`config.mk`:
```
export PLATFORM = sky130hd
export DESIGN_NAME = eightbit_mem_flat
export DESIGN_NICKNAME = d
export VERILOG_FILES = /design/src/rtl/eightbit_mem_if.sv /design/src/rtl/eightbit_mem.sv /design/src/flat_wrapper.sv
export SDC_FILE = /design/constraint.sdc
export NUM_CORES = 2
export LEC_CHECK = 0
export ABC_AREA = 0
export CORE_MARGIN = 5
export CORE_UTILIZATION = 25
export DETAILED_ROUTE_END_ITERATION = 8
export PLACE_DENSITY = 0.36
export SYNTH_ARGS = -nofsm -noshare
export SYNTH_HDL_FRONTEND = slang
export SYNTH_SLANG_ARGS = --single-unit
```
`constraint.sdc`:
```
create_clock -name clk -period 4.9 [get_ports clk]
set_clock_uncertainty 0.1 [all_clocks]
set_input_delay 0.98 -clock clk [delete_from_list [all_inputs] [get_ports clk]]
set_output_delay 0.98 -clock clk [all_outputs]
set_load 0.02 [all_outputs]
```
`src/rtl/eightbit_mem_if.sv`:
```
// Bus bundle between the eightbit core side (CPU bus, program loader,
// output consumer) and the memory-side responder.
interface eightbit_mem_if;
    logic [7:0] addr;
    logic [7:0] wdata;
    logic       we;
    logic [7:0] rdata;
    logic       cpu_en;
    logic       ld_valid;
    logic [7:0] ld_data;
    logic       ld_last;
    logic       ld_ready;
    logic       out_valid;
    logic [7:0] out_data;
    logic       out_ready;
    logic       ovf;

    modport master (
        output addr, wdata, we, ld_valid, ld_data, ld_last, out_ready,
        input  rdata, cpu_en, ld_ready, out_valid, out_data, ovf
    );

    modport slave (
        input  addr, wdata, we, ld_valid, ld_data, ld_last, out_ready,
        output rdata, cpu_en, ld_ready, out_valid, out_data, ovf
    );
endinterface

```
`src/rtl/eightbit_mem.sv`:
```
// Memory-side responder for the eightbit core: 256x8 RAM with a registered
// read port, a streamed program loader that gates the core through cpu_en,
// and one memory-mapped output port backed by a small FIFO.
module eightbit_mem #(
    parameter logic [7:0] IO_ADDR     = 8'hFF,
    parameter int         OFIFO_DEPTH = 4
) (
    input  logic           clk,
    input  logic           rst,
    eightbit_mem_if.slave  bus
);
    localparam int PTR_W = $clog2(OFIFO_DEPTH);
    localparam int CNT_W = PTR_W + 1;
    localparam logic [CNT_W-1:0] DEPTH_C = CNT_W'(OFIFO_DEPTH);

    typedef enum logic {S_LOAD, S_RUN} state_t;

    state_t           state_q, state_d;
    logic [7:0]       ptr_q, ptr_d;
    logic             ld_ready_q, ld_ready_d;
    logic [7:0]       rdata_q;
    logic             ovf_q;
    logic [7:0]       mem_q [256];
    logic [7:0]       fifo_q [OFIFO_DEPTH];
    logic [PTR_W-1:0] wr_ptr_q, rd_ptr_q;
    logic [CNT_W-1:0] cnt_q;

    logic       run, io_sel, ld_acc, ld_done;
    logic       ram_we, push_req, push, pop, drop;
    logic       fifo_empty, fifo_full;
    logic [7:0] status;

    assign run        = (state_q == S_RUN);
    assign io_sel     = (bus.addr == IO_ADDR);
    assign ld_acc     = (state_q == S_LOAD) && ld_ready_q && bus.ld_valid;
    assign ld_done    = ld_acc && (bus.ld_last || ptr_q == 8'hFF);
    assign ram_we     = run && bus.we && !io_sel;
    assign push_req   = run && bus.we && io_sel;
    assign fifo_empty = (cnt_q == '0);
    assign fifo_full  = (cnt_q == DEPTH_C);
    assign pop        = !fifo_empty && bus.out_ready;
    // A full FIFO still takes a push when the head leaves on the same edge.
    assign push       = push_req && (!fifo_full || pop);
    assign drop       = push_req && fifo_full && !pop;
    assign status     = {ovf_q, 5'b0, fifo_full, fifo_empty};

    assign bus.rdata     = rdata_q;
    assign bus.cpu_en    = run;
    assign bus.ld_ready  = ld_ready_q;
    assign bus.out_valid = !fifo_empty;
    assign bus.out_data  = fifo_empty ? 8'h00 : fifo_q[rd_ptr_q];
    assign bus.ovf       = ovf_q;

    // Control state register: load/run phase, load pointer, loader ready.
    always_ff @(posedge clk or posedge rst) begin
        if (rst) begin
            state_q    <= S_LOAD;
            ptr_q      <= 8'h00;
            ld_ready_q <= 1'b0;
        end else begin
            state_q    <= state_d;
            ptr_q      <= ptr_d;
            ld_ready_q <= ld_ready_d;
        end
    end

    // Next-state logic: accept loader bytes until ld_last or the top address.
    always_comb begin
        state_d    = state_q;
        ptr_d      = ptr_q;
        ld_ready_d = 1'b0;
        case (state_q)
            S_LOAD: begin
                ld_ready_d = 1'b1;
                if (ld_acc) ptr_d = ptr_q + 8'd1;
                if (ld_done) begin
                    state_d    = S_RUN;
                    ld_ready_d = 1'b0;
                end
            end
            S_RUN:   state_d = S_RUN;
            default: state_d = S_LOAD;
        endcase
    end

    // RAM write port: loader bytes in LOAD, CPU stores outside the IO address in RUN.
    always_ff @(posedge clk) begin
        if (ld_acc)      mem_q[ptr_q]    <= bus.ld_data;
        else if (ram_we) mem_q[bus.addr] <= bus.wdata;
    end

    // Registered read port; old contents on read-during-write, held at zero while loading.
    always_ff @(posedge clk or posedge rst) begin
        if (rst)      rdata_q <= 8'h00;
        else if (run) rdata_q <= io_sel ? status : mem_q[bus.addr];
        else          rdata_q <= 8'h00;
    end

    // FIFO storage: written at the tail on an accepted push.
    always_ff @(posedge clk) begin
        if (push) fifo_q[wr_ptr_q] <= bus.wdata;
    end

    // FIFO pointers, occupancy and sticky overflow flag.
    always_ff @(posedge clk or posedge rst) begin
        if (rst) begin
            wr_ptr_q <= '0;
            rd_ptr_q <= '0;
            cnt_q    <= '0;
            ovf_q    <= 1'b0;
        end else begin
            if (push) wr_ptr_q <= wr_ptr_q + PTR_W'(1);
            if (pop)  rd_ptr_q <= rd_ptr_q + PTR_W'(1);
            case ({push, pop})
                2'b10:   cnt_q <= cnt_q + CNT_W'(1);
                2'b01:   cnt_q <= cnt_q - CNT_W'(1);
                default: cnt_q <= cnt_q;
            endcase
            if (drop) ovf_q <= 1'b1;
        end
    end
endmodule

```
`src/flat_wrapper.sv`:
```
// flat-port wrapper written by rule: the top's interface ports become plain ports
module eightbit_mem_flat 
#(
    parameter logic [7:0] IO_ADDR     = 8'hFF,
    parameter int         OFIFO_DEPTH = 4
)
  (clk, rst, bus_addr, bus_wdata, bus_we, bus_ld_valid, bus_ld_data, bus_ld_last, bus_out_ready, bus_rdata, bus_cpu_en, bus_ld_ready, bus_out_valid, bus_out_data, bus_ovf);
  eightbit_mem_if bus_i ();
  input  logic clk;
  input  logic rst;
  input wire logic [$bits(bus_i.addr)-1:0] bus_addr;
  input wire logic [$bits(bus_i.wdata)-1:0] bus_wdata;
  input wire logic [$bits(bus_i.we)-1:0] bus_we;
  input wire logic [$bits(bus_i.ld_valid)-1:0] bus_ld_valid;
  input wire logic [$bits(bus_i.ld_data)-1:0] bus_ld_data;
  input wire logic [$bits(bus_i.ld_last)-1:0] bus_ld_last;
  input wire logic [$bits(bus_i.out_ready)-1:0] bus_out_ready;
  output wire logic [$bits(bus_i.rdata)-1:0] bus_rdata;
  output wire logic [$bits(bus_i.cpu_en)-1:0] bus_cpu_en;
  output wire logic [$bits(bus_i.ld_ready)-1:0] bus_ld_ready;
  output wire logic [$bits(bus_i.out_valid)-1:0] bus_out_valid;
  output wire logic [$bits(bus_i.out_data)-1:0] bus_out_data;
  output wire logic [$bits(bus_i.ovf)-1:0] bus_ovf;
  assign bus_i.addr = bus_addr;
  assign bus_i.wdata = bus_wdata;
  assign bus_i.we = bus_we;
  assign bus_i.ld_valid = bus_ld_valid;
  assign bus_i.ld_data = bus_ld_data;
  assign bus_i.ld_last = bus_ld_last;
  assign bus_i.out_ready = bus_out_ready;
  assign bus_rdata = bus_i.rdata;
  assign bus_cpu_en = bus_i.cpu_en;
  assign bus_ld_ready = bus_i.ld_ready;
  assign bus_out_valid = bus_i.out_valid;
  assign bus_out_data = bus_i.out_data;
  assign bus_ovf = bus_i.ovf;
  eightbit_mem #(.IO_ADDR(IO_ADDR), .OFIFO_DEPTH(OFIFO_DEPTH)) u_core (.clk(clk), .rst(rst), .bus(bus_i));
endmodule
```
-- Word-level counts from Yosys, hierarchy flattened
Memories as Yosys holds them, arrays and structs flattened.
Index checks and enable logic that the tools add are counted.
- add/subtract/negate cells: 5
- eq/ne operators: 5
- mux-type cells: 18
- bitwise gates (word level): 1
- reductions and logical operators: 20
- operators with widths (kind ; number):
    8-bit two-way mux ; 5
    8-bit equality test (second input constant) ; 2
    1-bit two-way mux ; 11
    1-bit logical AND ; 10
    8-bit by 1-bit adder with 8-bit output (second input constant) ; 1
    8-bit OR reduction ; 1
    3-bit one-hot mux with 2 select lines ; 1
    2-bit by 1-bit adder with 2-bit output (second input constant) ; 2
    1-bit zero test ; 4
    3-bit by 1-bit adder with 3-bit output (second input constant) ; 1
    3-bit equality test (second input constant) ; 1
    3-bit zero test ; 1
    3-bit by 1-bit subtractor with 3-bit output (second input constant) ; 1
    2-bit by 1-bit equality test with 1-bit output (second input constant) ; 1
    2-bit equality test (second input constant) ; 1
    1-bit logical OR ; 2
    1-bit one-hot mux with 2 select lines ; 1
    2-bit AND reduction ; 1
    2-bit nonzero test ; 1
    1-bit NOT ; 1
- bits in registers: 26
- memory bits (writable): 2080
- memories kept: 2
- memories (memory ; words ; width ; rd ports ; clocked after Yosys merged registers in ; write ports ; RTL line ; RTL):
    u_core.mem_q ; 256 ; 8 ; 1 ; 0 ; 1 ; eightbit_mem.sv:23 ; logic [7:0] mem_q [256];
    u_core.fifo_q ; 4 ; 8 ; 1 ; 0 ; 1 ; eightbit_mem.sv:24 ; logic [7:0] fifo_q [OFIFO_DEPTH];

-- Depth between registers and ports, before layout
- depth in word-level cells: 8
- depth in mapped cells: 15
- gate-level depth less buffers: 9

-- Worst setup path before layout
OpenSTA, ideal clock, no wires.
- kind: in2reg
- from: input bus_addr[1]
- to: memory u_core.mem_q[0][0], data pin
- setup time: 0.825 ns
- data arrival time: 5.238 ns
- data required time: 3.975 ns
- slack: -1.263 ns
- stages on the path: 8
- cells stage by stage: buf_2 -> and2_1 -> buf_2 -> a41oi_1 -> buf_2 -> buf_2 -> nand2_1 -> nand2_1
- word-level cells in the longest chain between the ends: 8
- ends and longest elaborated chain (element ; RTL line ; RTL):
    start, declared ; flat_wrapper.sv:11 ; input wire logic [$bits(bus_i.addr)-1:0] bus_addr;
    8-bit equality test ; eightbit_mem.sv:34 ; assign io_sel = (bus.addr == IO_ADDR);
    1-bit zero test ; eightbit_mem.sv:37 ; assign ram_we = run && bus.we && !io_sel;
    1-bit logical AND ; eightbit_mem.sv:37 ;
    1-bit two-way mux ; eightbit_mem.sv:89 ; else if (ram_we) mem_q[bus.addr] <= bus.wdata;
    1-bit two-way mux ; eightbit_mem.sv:88 ; if (ld_acc) mem_q[ptr_q] <= bus.ld_data;
    1-bit two-way mux (not written as such) ; eightbit_mem.sv:89 ;
    8-bit OR reduction (no line) ; - ;
    8-bit two-way mux (no line) ; - ;
    end, declared ; eightbit_mem.sv:23 ;
No other way between the ends.

-- Worst setup path after layout
- from: register u_core.rd_ptr_q[0]
- to: output bus_out_data[7]
- word-level cells in the longest chain between the ends: 2
- ends and longest elaborated chain (element ; RTL line ; RTL):
    start, declared ; eightbit_mem.sv:25 ; logic [PTR_W-1:0] wr_ptr_q, rd_ptr_q;
    start signal, assigned ; eightbit_mem.sv:113 ; if (pop) rd_ptr_q <= rd_ptr_q + PTR_W'(1);
    memory 4 x 8 bit ; - ;
    8-bit two-way mux ; eightbit_mem.sv:51 ; assign bus.out_data = fifo_empty ? 8'h00 : fifo_q[rd_ptr_q];
    end, declared ; flat_wrapper.sv:22 ; output wire logic [$bits(bus_i.out_data)-1:0] bus_out_data;
No other way between the ends.

==> metrics <==
status=finished, final reports clean; first-pass GRT wire length=374,800 µm; slowest CP cell=dfrtp_1; crit-path cells=mux4_2 -> and2_1 -> clkdlybuf4s50_1; final worst-path cycle share=about 83%; post-CTS resize count=0; P&R area growth vs syn=20.86%; syn avg cell area=just over 20 µm²; top cells by area, synth=edfxtp_1 (76%), mux4_2 (12%), mux2i_1 (3.1%); Die W=585.2 µm; Post-Syn Area=82,710 µm²; Final Max Slew Viols=0; vias in the first global route=44,740; Clock power frac=around 42%; relative slew slack=between 20% and 30%; PwrDens=around 410 nW/µm²; Initial Utilization=25.06%; Post-Synth Adder-Cell Area=0.09985%; hold_buf cts=0; GPL Wtd Cong=0.8052; Final Critical Period=4.051 ns; Yosys reg bits=~2,100; Worst-path clk slew=0.07 ns; CTS Buffer Depth=4; Synth top area share=between 70% and 80%; complex-gate fraction of the synthesized area=3.269%; setup violators final=0; clock sink total=2,106; pin count of the biggest net entering global routing=77; Top FF cell, synth=edfxtp_1; Clk Latency, worst-skew pair=0.90 ns; logic gate share of total power=9.0%; Startpoint Class=register; Ports=50; Worst Path Required=3.82 ns; ys async rst share=between 1 and 1.5%; most common cell after layout, fill and taps aside=edfxtp_1; hpwl dp=177,800 µm; switching part of the total power=24.37%; Worst-Margin Slew=1.051 ns; Worst Hold Class=in2async; Routed wire per std cell=a little under 30 µm; total track usage=15.53%; Yosys top cell by area=edfxtp_1; drt initial violations=3,807; share of cells above drive strength 1=between 20% and 30%; Seq pwr share=49.4%; CTS root buf=clkbuf_16; total number of vias=about 43,000; critical path data arrival time=2.97 ns; fin nets=approximately 4,700; multiplexer share of the synthesized area=15.14%; worst hold margin=0.3805 ns; total CTS buffers=242; Setup Fix Bufs, Post-CTS=0; Worst setup EP type=primary output; Die Y-Extent=585.2 µm; port bufs=49; Seq/Total Area, Yosys=76.31%; critical path's largest stage delay=around 0.77 ns; Post-synth EDFFs=2,080; WS Path Type=reg2out; yosys warns=0; Post-Synth Simple-Gate Area=3.177%; Fillers=32,190; largest family of logic cells by synthesized area=multiplexers; MaxCap Viol Count=0; Net Count, Synth=just over 4,000; post-route ant nets=0; initial antenna violation count=22; leak pwr=31.93 nW; commonest cells after routing, fill and taps aside=edfxtp_1 (2,080), buf_4 (500), mux4_2 (440); Synth Area in XOR/XNOR=0.1271%; fmax=246.9 MHz; grt total ovfl=0; WL final=270,800 µm; RSZ-0062 raised after global routing=false; Synth cell types=69; DIE AREA=342,400 µm²; floorplan core area=330,000 µm²; Int Pwr=31.33 mW; TritonCTS clock tree=built; First-pass DRT Iterations=5; H-tree lvl count=4; Psw=10.09 mW; sum of negative setup slack=0 ns; final hold vios=0; row count=roughly 210; Via density=4.606; Max VDD drop=between 0.3 and 0.4 mV; DRC violations left=0; Synth Instances=4,070; CP Max Fanout=10
power by group through the flow:
stage | Sequential [mW] | Combinational [mW] | Clock [mW]
2_1_floorplan | 20.9 | 1.78 | 0
3_3_place_gp | 20.9 | 3.86 | 0
3_5_place_dp | 20.9 | 3.87 | 0
4_1_cts | 20.5 | 3.87 | 17.7
5_1_grt | 20.5 | 3.99 | 18.5
6_report | 20.5 | 3.75 | 17.2
metrics by stage:
step | std cells | util (%) | cell area (µm²) | power, mW | worst slack (ns)
after global placement | 8806 | 28.03 | 92500 | 24.72 | 0.1482
after CTS | 9248 | 30.29 | 99950 | 42.07 | 0.7218
after floorplan | 4070 | - | 82730 | 22.67 | 0.3330
after detailed placement | 8806 | 28.03 | 92500 | 24.72 | 0.1666
after global routing | 9249 | 30.29 | 99950 | 42.93 | 0.6739
final | 9251 | 30.29 | 99960 | 41.42 | 0.8495
synth_stat cells, drive strengths merged (5+ instances only):
cell        n
inv        14
nor3       45
xnor2      10
mux4      440
a221oi     13
o21ai      52
a31oi       5
o22ai      56
buf       133
clkbuf    113
o211ai     10
a21oi      76
nor2      295
a22oi      32
nor2b       9
nand3      25
o2111ai     9
nand2     124
and2       18
dfrtp      26
a2111oi     5
mux2        6
o221ai     88
nand4       7
mux2i     254
nor4       11
or3        12
or2         8
nand2b     22
ha          5
edfxtp   2080
a211oi      9
nand3b      7
worst paths after layout:
check | startpoint | endpoint | slack, ns | cells after the start
setup / recovery | u_core.rd_ptr_q[0] | bus_out_data[7] | 0.85 | 3
hold / removal | rst | u_core.cnt_q[2] | 0.38 | 3
setup reg to reg | u_core.bus.cpu_en | u_core.mem_q[105][2] | 1.67 | 10
hold reg to reg | u_core.cnt_q[1] | u_core.cnt_q[2] | 0.48 | 1
max in group asynchronous | rst | u_core.bus.rdata[2] | 4.01 | 3
min in group clk | u_core.cnt_q[1] | u_core.cnt_q[2] | 0.48 | 1
worst max-delay path, delay by kind of cell (launching register included):
| kind | cells | cell delay, ns |
|---|---|---|
| flip-flops | 1 | 0.77 |
| multiplexers | 1 | 0.59 |
| buffers and inverters | 1 | 0.54 |
| AND/OR/NAND/NOR | 1 | 0.17 |
kinds of logic after synthesis:
logic type	Yosys count
and+or+nand+nor	597
xor gates and xnor gates	12
muxes	700
DFF	2106
adders and majority gates	6
buffers and inverters	260
AOI/OAI and AO/OA	389
state kept, by name, indices dropped and copies added, names as in the netlist:
register and cells:
u_core.rd_ptr_q 2, u_core.bus.rdata 8, u_core.bus.cpu_en 1, u_core.wr_ptr_q 2
u_core.mem_q 2048, u_core.bus.ld_ready 1, u_core.fifo_q 32, u_core.ptr_q 8
u_core.bus.ovf 1, u_core.cnt_q 3
final cells by class:
type / instances / area [µm²] / area share, %
inverter: 14 / 62.56 / 0.06259
timing repair buffer: 616 / 5607 / 5.609
clock buffer: 309 / 6369 / 6.371
clock inverter: 133 / 1086 / 1.086
antenna: 3 / 7.507 / 0.007510
tap: 4366 / 5463 / 5.465
sequential: 2106 / 63110 / 63.14
multi-input combinational: 1704 / 18260 / 18.26
per-layer routing:
layer / global-route usage, % / share of wire (%)
met1: 21.41 / 45
met2: 25.57 / 48
met3: 2.416 / 4.3
met4: 4.140 / 2.8
met5: 0 / 0
Power figures use the tool's default switching activity.
